$ cat config.mk
export PLATFORM = sky130hd
export DESIGN_NAME = cut_dat_pad
export DESIGN_NICKNAME = d
export VERILOG_FILES = /design/src/rtl/cut_dat_pad.sv
export SDC_FILE = /design/constraint.sdc
export NUM_CORES = 1
export LEC_CHECK = 0
export ABC_AREA = 0
export CORE_ASPECT_RATIO = 0.8
export CORE_MARGIN = 2
export CORE_UTILIZATION = 35
export CTS_BUF_LIST = sky130_fd_sc_hd__clkbuf_4
export DETAILED_ROUTE_END_ITERATION = 8
export PLACE_DENSITY = 0.58
export SYNTH_ARGS = -nofsm -noshare
export SYNTH_HDL_FRONTEND = slang
export SYNTH_SLANG_ARGS = --single-unit
export TNS_END_PERCENT = 1
$ cat constraint.sdc
create_clock -name clk -period 4.6 [get_ports clk]
set_input_delay 0.69 -clock clk [delete_from_list [all_inputs] [get_ports clk]]
set_output_delay 0.69 -clock clk [all_outputs]
set_load 0.01 [all_outputs]
$ cat src/rtl/cut_dat_pad.sv
// Frame restorer: re-pads cut data segments back to full frame length with fill words.
// Optional macro CUT_PAD_TAG_EN puts a frame sequence tag on the first fill word of each frame.
module cut_dat_pad #(
    parameter int unsigned BUF_AW   = 4,
    parameter logic [12:0] AFULL_TH = 13'd4000
) (
    input  logic        clk,
    input  logic        reset_n,
    input  logic        start_en,
    input  logic        stop_en,
    input  logic [31:0] total_num,
    input  logic [31:0] cut_num,
    input  logic        en_in,
    input  logic [15:0] dat_in,
    input  logic [15:0] fill_dat,
    input  logic [12:0] fifo_wrnum,
    output logic        wr_en,
    output logic [15:0] wr_dat,
    output logic        busy,
    output logic        ovf
);

    localparam int unsigned DW    = 16;
    localparam int unsigned CW    = 32;
    localparam int unsigned PW    = BUF_AW + 1;
    localparam int unsigned DEPTH = 1 << BUF_AW;

    typedef enum logic [1:0] {
        ST_IDLE = 2'd0,
        ST_PASS = 2'd1,
        ST_PAD  = 2'd2
    } state_t;

    state_t          state_q, state_d;
    logic            start_r0_q, start_r0_d, start_r1_q, start_r1_d;
    logic            stop_r0_q, stop_r0_d, stop_r1_q, stop_r1_d;
    logic [CW-1:0]   wcnt_q, wcnt_d;
    logic [CW-1:0]   tot_q, tot_d;
    logic [CW-1:0]   ceff_q, ceff_d;
    logic [PW-1:0]   wr_ptr_q, wr_ptr_d;
    logic [PW-1:0]   rd_ptr_q, rd_ptr_d;
    logic            wr_en_q, wr_en_d;
    logic [DW-1:0]   wr_dat_q, wr_dat_d;
    logic            busy_q, busy_d;
    logic            ovf_q, ovf_d;
`ifdef CUT_PAD_TAG_EN
    logic [15:0]     frame_seq_q, frame_seq_d;
`endif

    logic [DW-1:0]   buf_mem [DEPTH];
    logic [DW-1:0]   rd_word;
    logic            start_edge;
    logic            stop_edge;
    logic            space;
    logic            buf_empty;
    logic            buf_full;
    logic [CW-1:0]   ceff_new;
    logic            flush;
    logic            pop;
    logic            push_req;
    logic            push_ok;

    assign start_edge = start_r0_q && !start_r1_q;
    assign stop_edge  = stop_r0_q && !stop_r1_q;
    assign space      = (fifo_wrnum <= AFULL_TH);
    assign buf_empty  = (wr_ptr_q == rd_ptr_q);
    assign buf_full   = (wr_ptr_q[BUF_AW] != rd_ptr_q[BUF_AW]) &&
                        (wr_ptr_q[BUF_AW-1:0] == rd_ptr_q[BUF_AW-1:0]);
    assign ceff_new   = (cut_num < total_num) ? cut_num : total_num;
    assign rd_word    = buf_mem[rd_ptr_q[BUF_AW-1:0]];

    // Control edge detectors
    always_comb begin
        start_r0_d = start_en;
        start_r1_d = start_r0_q;
        stop_r0_d  = stop_en;
        stop_r1_d  = stop_r0_q;
    end

    // Next state, write decision and buffer control
    always_comb begin
        state_d  = state_q;
        wcnt_d   = wcnt_q;
        tot_d    = tot_q;
        ceff_d   = ceff_q;
        ovf_d    = ovf_q;
        wr_en_d  = 1'b0;
        wr_dat_d = '0;
        flush    = 1'b0;
        pop      = 1'b0;
        push_req = 1'b0;
        push_ok  = 1'b0;
`ifdef CUT_PAD_TAG_EN
        frame_seq_d = frame_seq_q;
`endif

        if (stop_edge) begin
            state_d = ST_IDLE;
            flush   = 1'b1;
            wcnt_d  = '0;
        end else begin
            unique case (state_q)
                ST_IDLE: begin
                    if (start_edge) begin
                        tot_d  = total_num;
                        ceff_d = ceff_new;
                        wcnt_d = '0;
                        ovf_d  = 1'b0;
                        flush  = 1'b1;
`ifdef CUT_PAD_TAG_EN
                        frame_seq_d = 16'd0;
`endif
                        if (total_num != '0) begin
                            state_d = (ceff_new == '0) ? ST_PAD : ST_PASS;
                        end
                    end
                end
                ST_PASS: begin
                    if (!buf_empty && space) begin
                        pop      = 1'b1;
                        wr_en_d  = 1'b1;
                        wr_dat_d = rd_word;
                        wcnt_d   = wcnt_q + 32'd1;
                        if (wcnt_q == ceff_q - 32'd1) begin
                            if (ceff_q < tot_q) begin
                                state_d = ST_PAD;
                            end else begin
                                wcnt_d = '0;
`ifdef CUT_PAD_TAG_EN
                                frame_seq_d = frame_seq_q + 16'd1;
`endif
                            end
                        end
                    end
                end
                ST_PAD: begin
                    if (space) begin
                        wr_en_d  = 1'b1;
                        wr_dat_d = fill_dat;
`ifdef CUT_PAD_TAG_EN
                        if (wcnt_q == ceff_q) begin
                            wr_dat_d = frame_seq_q;
                        end
`endif
                        wcnt_d = wcnt_q + 32'd1;
                        if (wcnt_q == tot_q - 32'd1) begin
                            wcnt_d  = '0;
                            state_d = (ceff_q == '0) ? ST_PAD : ST_PASS;
`ifdef CUT_PAD_TAG_EN
                            frame_seq_d = frame_seq_q + 16'd1;
`endif
                        end
                    end
                end
                default: state_d = ST_IDLE;
            endcase

            // A pop in the same cycle frees the slot for an incoming word
            push_req = en_in && (state_q != ST_IDLE) && !flush;
            push_ok  = push_req && (!buf_full || pop);
            if (push_req && buf_full && !pop) begin
                ovf_d = 1'b1;
            end
        end

        busy_d = (state_d != ST_IDLE);
    end

    // Buffer pointers
    always_comb begin
        wr_ptr_d = wr_ptr_q;
        rd_ptr_d = rd_ptr_q;
        if (flush) begin
            wr_ptr_d = '0;
            rd_ptr_d = '0;
        end else begin
            if (push_ok) wr_ptr_d = wr_ptr_q + PW'(1);
            if (pop)     rd_ptr_d = rd_ptr_q + PW'(1);
        end
    end

    // Buffer storage (no reset needed, guarded by pointers)
    always_ff @(posedge clk) begin
        if (push_ok) begin
            buf_mem[wr_ptr_q[BUF_AW-1:0]] <= dat_in;
        end
    end

    always_ff @(posedge clk or negedge reset_n) begin
        if (!reset_n) begin
            state_q    <= ST_IDLE;
            start_r0_q <= 1'b0;
            start_r1_q <= 1'b0;
            stop_r0_q  <= 1'b0;
            stop_r1_q  <= 1'b0;
            wcnt_q     <= '0;
            tot_q      <= '0;
            ceff_q     <= '0;
            wr_ptr_q   <= '0;
            rd_ptr_q   <= '0;
            wr_en_q    <= 1'b0;
            wr_dat_q   <= '0;
            busy_q     <= 1'b0;
            ovf_q      <= 1'b0;
`ifdef CUT_PAD_TAG_EN
            frame_seq_q <= '0;
`endif
        end else begin
            state_q    <= state_d;
            start_r0_q <= start_r0_d;
            start_r1_q <= start_r1_d;
            stop_r0_q  <= stop_r0_d;
            stop_r1_q  <= stop_r1_d;
            wcnt_q     <= wcnt_d;
            tot_q      <= tot_d;
            ceff_q     <= ceff_d;
            wr_ptr_q   <= wr_ptr_d;
            rd_ptr_q   <= rd_ptr_d;
            wr_en_q    <= wr_en_d;
            wr_dat_q   <= wr_dat_d;
            busy_q     <= busy_d;
            ovf_q      <= ovf_d;
`ifdef CUT_PAD_TAG_EN
            frame_seq_q <= frame_seq_d;
`endif
        end
    end

    assign wr_en  = wr_en_q;
    assign wr_dat = wr_dat_q;
    assign busy   = busy_q;
    assign ovf    = ovf_q;

endmodule
# After elaboration in Yosys (flattened, before gate mapping)
# Memory sizes are Yosys's and may differ from the RTL's.
# Index checks and enable logic that the tools add are counted.
[word_totals]
ramBits = 256
word_cells = 109
out_inout_bits = 19
memories = 1
register_bits = 131
input_bits = 114
[op_classes]
n_mux = 45
reduce_logical = 30
bitwise_logic = 1
eq_ne = 10
addsub = 5
order_cmp = 3
[memory_table]
columns = ["memory", "words", "width", "rd", "rd_clocked_by_memory_dff", "wr", "line_no", "text"]
rows = [
  ["buf_mem", 16, 16, 1, 0, 1, "50", "logic [DW-1:0] buf_mem [DEPTH];"],
]
[op_table]
columns = ["cell", "n"]
rows = [
  ["32-bit two-way mux", 8],
  ["32-bit case mux with 3 select lines", 1],
  ["32-bit == test", 2],
  ["32-bit logical NOT", 2],
  ["32-bit less-than comparator", 2],
  ["32-bit by 1-bit subtractor with 32-bit output, second input constant", 2],
  ["16-bit two-way mux", 3],
  ["32-bit by 1-bit adder with 32-bit output, second input constant", 1],
  ["16-bit case mux with 2 select lines", 1],
  ["32-bit nonzero test", 1],
  ["2-bit two-way mux", 10],
  ["5-bit two-way mux", 4],
  ["1-bit two-way mux", 16],
  ["13-bit by 12-bit less-or-equal comparator with 1-bit output, second input constant", 1],
  ["2-bit nonzero test", 6],
  ["5-bit by 1-bit adder with 5-bit output, second input constant", 2],
  ["1-bit logical AND", 9],
  ["3-bit != test, second input constant", 3],
  ["1-bit logical NOT", 6],
  ["2-bit case mux with 3 select lines", 1],
  ["3-bit AND reduction", 2],
  ["5-bit == test", 1],
  ["4-bit == test", 1],
  ["4-bit AND reduction", 1],
  ["8 further kinds", 8],
]

# Depth between registers and ports, before layout
[depth]
depth_word = 11
depth_mapped = 15
depth_no_buf = 12

# Least setup slack after synthesis
# Ideal clock, no wire load.
[synth_timing]
path_type = "input-to-reg"
start = "input port fifo_wrnum[1]"
end = "memory buf_mem[3][0], enable pin"
setup_slack_ps = 1205
setup_time_ps = 374
t_required_ps = 4226
cell_stages = 8
t_arrival_ps = 3022
n_path_buf = 0
cell_sequence = "or4_1 > o21ai_0 > a21oi_1 > nor3_1 > nand2_1 > a21boi_1 > nor3b_1 > and2_1"
[synth_via]
elab_chain_len = 10
[synth_rtl]
columns = ["element", "line_no", "text"]
rows = [
  ["start: declaration", "16", "input logic [12:0] fifo_wrnum,"],
  ["13-bit by 12-bit less-or-equal comparator with 1-bit output", "65", "assign space = (fifo_wrnum <= AFULL_TH);"],
  ["1-bit logical AND", "119", "if (!buf_empty && space) begin"],
  ["1-bit two-way mux", "119", ""],
  ["1-bit two-way mux", "102", "unique case (state_q)"],
  ["1-bit two-way mux", "97", "if (stop_edge) begin"],
  ["1-bit logical OR", "160", "push_ok = push_req && (!buf_full || pop);"],
  ["1-bit logical AND", "160", ""],
  ["1-bit two-way mux", "97", ""],
  ["1-bit two-way mux", "184", "if (push_ok) begin"],
  ["1-bit two-way mux (implied by the code)", "185", "buf_mem[wr_ptr_q[BUF_AW-1:0]] <= dat_in;"],
  ["end: declaration", "50", ""],
]
# No other way between the ends. The select of a mux whose other input is x is not followed.

# Worst setup path after layout
[layout_timing]
start = "register tot_q[4]"
end = "register busy_q, in the netlist busy"
[layout_via]
elab_chain_len = 7
elab_cells_between_ends = 11
classes_between = "add/sub: 1; order compare: 1; eq/ne: 1; mux: 7; reduce/logical: 1"
[layout_rtl]
columns = ["element", "line_no", "text"]
rows = [
  ["start: declaration", "38", "logic [CW-1:0] tot_q, tot_d;"],
  ["start signal: assignment", "215", "tot_q <= tot_d;"],
  ["32-bit by 1-bit subtractor with 32-bit output / 32-bit less-than comparator (equally long branches)", "146, 125", ""],
  ["32-bit == test / 2-bit two-way mux (equally long branches)", "146, 125", ""],
  ["2-bit two-way mux, on equally long branches", "146, 124", ""],
  ["2-bit two-way mux, on equally long branches", "137, 119", ""],
  ["2-bit case mux with 3 select lines (*)", "102", ""],
  ["2-bit two-way mux (*)", "97", ""],
  ["2-bit nonzero test (*)", "166", "busy_d = (state_d != ST_IDLE);"],
  ["net busy_d", "44", "logic busy_q, busy_d;"],
  ["end signal: assignment", "221", "busy_q <= busy_d;"],
  ["end: declaration", "44", ""],
]
# The timed path passes the listed nets; every way through them passes the cells marked *.
# A chain may end at the register's enable or synchronous reset.

==> flow_summary.json <==
{
  "outcome": "completed",
  "postSynthRegisterBits": 387,
  "drt_pre_antenna_iters": 5,
  "antenna_found_initial": 2,
  "tightestPinTransition_ns": 1.02,
  "floorplan.die_area_sq_um": 59700,
  "min-delay-path-class": "in2reg",
  "fillers": 5310,
  "postSynth.asyncResetShare_pct": 33.9,
  "clock_latency_ns": 0.86,
  "critPathRequiredTime_ns": 5.34,
  "start_util_pct": 35.5,
  "timing.critical_path.from_type": "register",
  "dpl.hpwl_mm": 46.1,
  "final_layout_size_suffix_gt1_share_pct": 17.6,
  "synthFlopType": "edfxtp_1",
  "drt_iter0_drc": 1393,
  "count_of_flip_flops_with_a_built_in_enable_after_synthesis": 256,
  "synth.avg_cell_area_sq_um": 12.4,
  "timing.critical_path.fanout_max": 10,
  "synth_seq_area_share_pct": 54.3,
  "global_route.overflow_total": 0,
  "timing_hold_violations_final": 0,
  "final_max_slew_viol_count": 0,
  "io_buffers": 132,
  "route.final.wire_length_mm": 63.3,
  "fp.dieW_um": 273,
  "postCtsSetupRepairBufs": 0,
  "routed_via_density": 5.57,
  "unrepaired_setup_endpoints_after_global_routing": "false",
  "netlist_instances": 1632,
  "numClockSinks": 387,
  "numCtsBuffers": 101,
  "pre_cts_slack_ns": 0.480,
  "unique_masters_post_synth": 86,
  "synth-warning-count": 0,
  "via_count_of_the_first_global_routing_pass": 14700,
  "fin_hold_ws_ns": 0.274,
  "power_leakage_nw": 8.95,
  "grtUsageTotal_pct": 21.3,
  "io_pins": 133,
  "route.antenna.remaining_nets": 0,
  "drc": 0,
  "core_footprint_sq_um": 56900,
  "min_period_ns": 4.33,
  "placement_rows": 78,
  "fin_nets": 2026,
  "synthToLayoutAreaGrowth_pct": 18.6,
  "globalplace.congestion": 0.976,
  "final.period_utilization_pct": 94.1,
  "synth_nets": 1821,
  "critical_path_class": "reg2reg",
  "routedWlPerCell_um": 23.6,
  "layoutNonFillerInstCount": 2687,
  "grt_pass1_wl_mm": 94.9,
  "cts_max_path_buffers": 3,
  "final-seq-area_sq_um": 11000,
  "final.setup.worst_slack_ns": 0.269,
  "clock.fmax_ghz": 0.231,
  "power.density_cell_area_nw_per_um2": 476,
  "power.ir.vdd_worst_mv": 0.193,
  "multi_input_gate_area_sq_um": 8590,
  "fin_setup_tns_ns": 0,
  "timing.max_cap.violations": 0,
  "die_height_um": 219,
  "cts_root_buffer": "clkbuf_4",
  "finalCoreUtilization_pct": 42.1,
  "cts_tree": "built",
  "arrival_ns": 5.07,
  "path_clk_slew_ns": 0.07,
  "critical_path.endpoint_type": "register",
  "syn_area_sq_um": 20200,
  "cts_max_level": 3,
  "dpl.cell_count": 2493,
  "grt_start_max_net_pins": 82,
  "slew-limit-headroom_pct": 31.4,
  "finClkSkew_ns": 0.0547,
  "route.vias.total": 15000,
  "setup_viol_count_final": 0
}
==> placed cells by master, fill, tap and decap left out, types with 24 or more instances in the layout <==
cell             instances
and2_1                  24
buf_4                   63
inv_1                   76
clkbuf_4               152
nand4_1                 46
clkdlybuf4s50_1        131
clkinv_1                30
nand3_1                 30
xor2_1                  27
mux2i_1                 41
mux4_2                  80
a21oi_1                 37
edfxtp_1               256
o21ai_0                 89
dfrtp_1                129
nand2_1                128
ha_1                    75
nor2_1                  70
nor4_1                  42
nor3_1                  31
xnor2_1                 66
a21o_1                  24
==> where the power goes <==
part | leakage (nW) | switching [W] | internal, W | total (W)
sequential | 4.01 | 0.000704 | 0.00403 | 0.00473
clock | 0.781 | 0.00149 | 0.00153 | 0.00302
combinational | 4.16 | 0.00212 | 0.00153 | 0.00365
total | 8.95 | 0.00432 | 0.00708 | 0.0114
==> worst max-delay path, stage by stage, from the launching register on <==
cell	delay, ns
dfrtp_1	0.48
nor3_1	0.86
nand4_1	0.47
buf_4	0.33
nor3_1	0.25
o211ai_1	0.12
a211oi_1	0.42
o21bai_1	0.14
or4_1	0.60
o211ai_1	0.21
nor3b_1	0.10
a211oi_2	0.22
==> through the flow <==
step / total power [W] / cell area, sq um
5_1_grt: 0.0120 / 24000
4_1_cts: 0.0114 / 24000
6_report: 0.0114 / 24000
2_1_floorplan: 0.00687 / 20200
3_5_place_dp: 0.00832 / 22600
3_3_place_gp: 0.00826 / 22600
==> cells in the mapped netlist, types with 15 or more instances <==
cell	n	share of area [%]
edfxtp_1	256	38
dfrtp_1	131	16
nand2_1	128	2.4
o21ai_0	89	2.2
mux4_2	80	8.9
inv_1	76	1.4
ha_1	75	4.6
clkbuf_1	71	1.3
nor2_1	71	1.3
xnor2_1	66	2.9
nand4_1	46	1.4
nor4_1	42	1.3
mux2i_1	41	2.0
a21oi_1	37	0.92
nand3_1	31	0.77
nor3_1	31	0.77
xor2_1	27	1.2
a21o_1	24	0.89
and2_1	24	0.74
and3_1	23	0.71
a22oi_1	17	0.63
a31oi_1	17	0.53
or3_1	17	0.53
or4_1	17	0.63
nand2b_1	15	0.46
==> logic make-up (layout without fill, tap and decap cells) <==
kind of cell	count (synthesis)	in the layout	synth area share, %
AND/OR/NAND/NOR	508	508	13.7
buffers and inverters	172	464	3.35
XOR/XNOR	94	94	4.14
other	0	3	0
flip-flops	387	387	54.3
AO/OA/AOI/OAI	273	273	8.88
adder cells (fa/ha/maj)	75	75	4.64
multiplexers	123	123	11.1
==> cell type report <==
type                    count  share of cell area [%]
multi-input cells        1073                    35.9
clock buffers             152                    4.76
repair buffers            198                    7.70
well taps                 760                    3.97
flip-flops and latches    387                    45.8
inverters                  76                    1.19
diodes                      3                  0.0313
clock inverters            38                   0.741
==> layer usage <==
| layer | global-route usage [%] | up-vias | part of all wire [%] |
|---|---|---|---|
| met5 | 0 | - | 0 |
| met4 | 4.91 | 0 | 1.5 |
| met3 | 4.69 | 75 | 8.0 |
| met2 | 29.5 | 643 | 41 |
| met1 | 33.4 | 7538 | 49 |
| li1 | - | 6722 | - |
==> timing repair <==
| action | in CTS | in global routing |
|---|---|---|
| gates resized for setup | 0 | 0 |
| hold endpoints to repair | 44 | 0 |
| hold buffers | 1 | 0 |
==> registers in the layout (all words and copies together), names as in the netlist, 2 cells and up <==
name / cells
buf_mem: 256
ceff_q: 32
tot_q: 32
wcnt_q: 32
wr_dat: 16
rd_ptr_q: 5
wr_ptr_q: 5
state_q: 2
==> final timing paths <==
kind	startpoint	endpoint	slack (ns)	depth (start not counted)
max reg2reg	tot_q[4]	busy	0.27	11
min reg2reg	start_r0_q	start_r1_q	0.38	0
min in group asynchronous	reset_n	wr_dat[4]	0.40	2
max	tot_q[4]	busy	0.27	11
min	start_en	start_r0_q	0.27	1
max in group asynchronous	reset_n	rd_ptr_q[0]	3.12	3
Note: power is estimated with default switching activity, not from simulation.
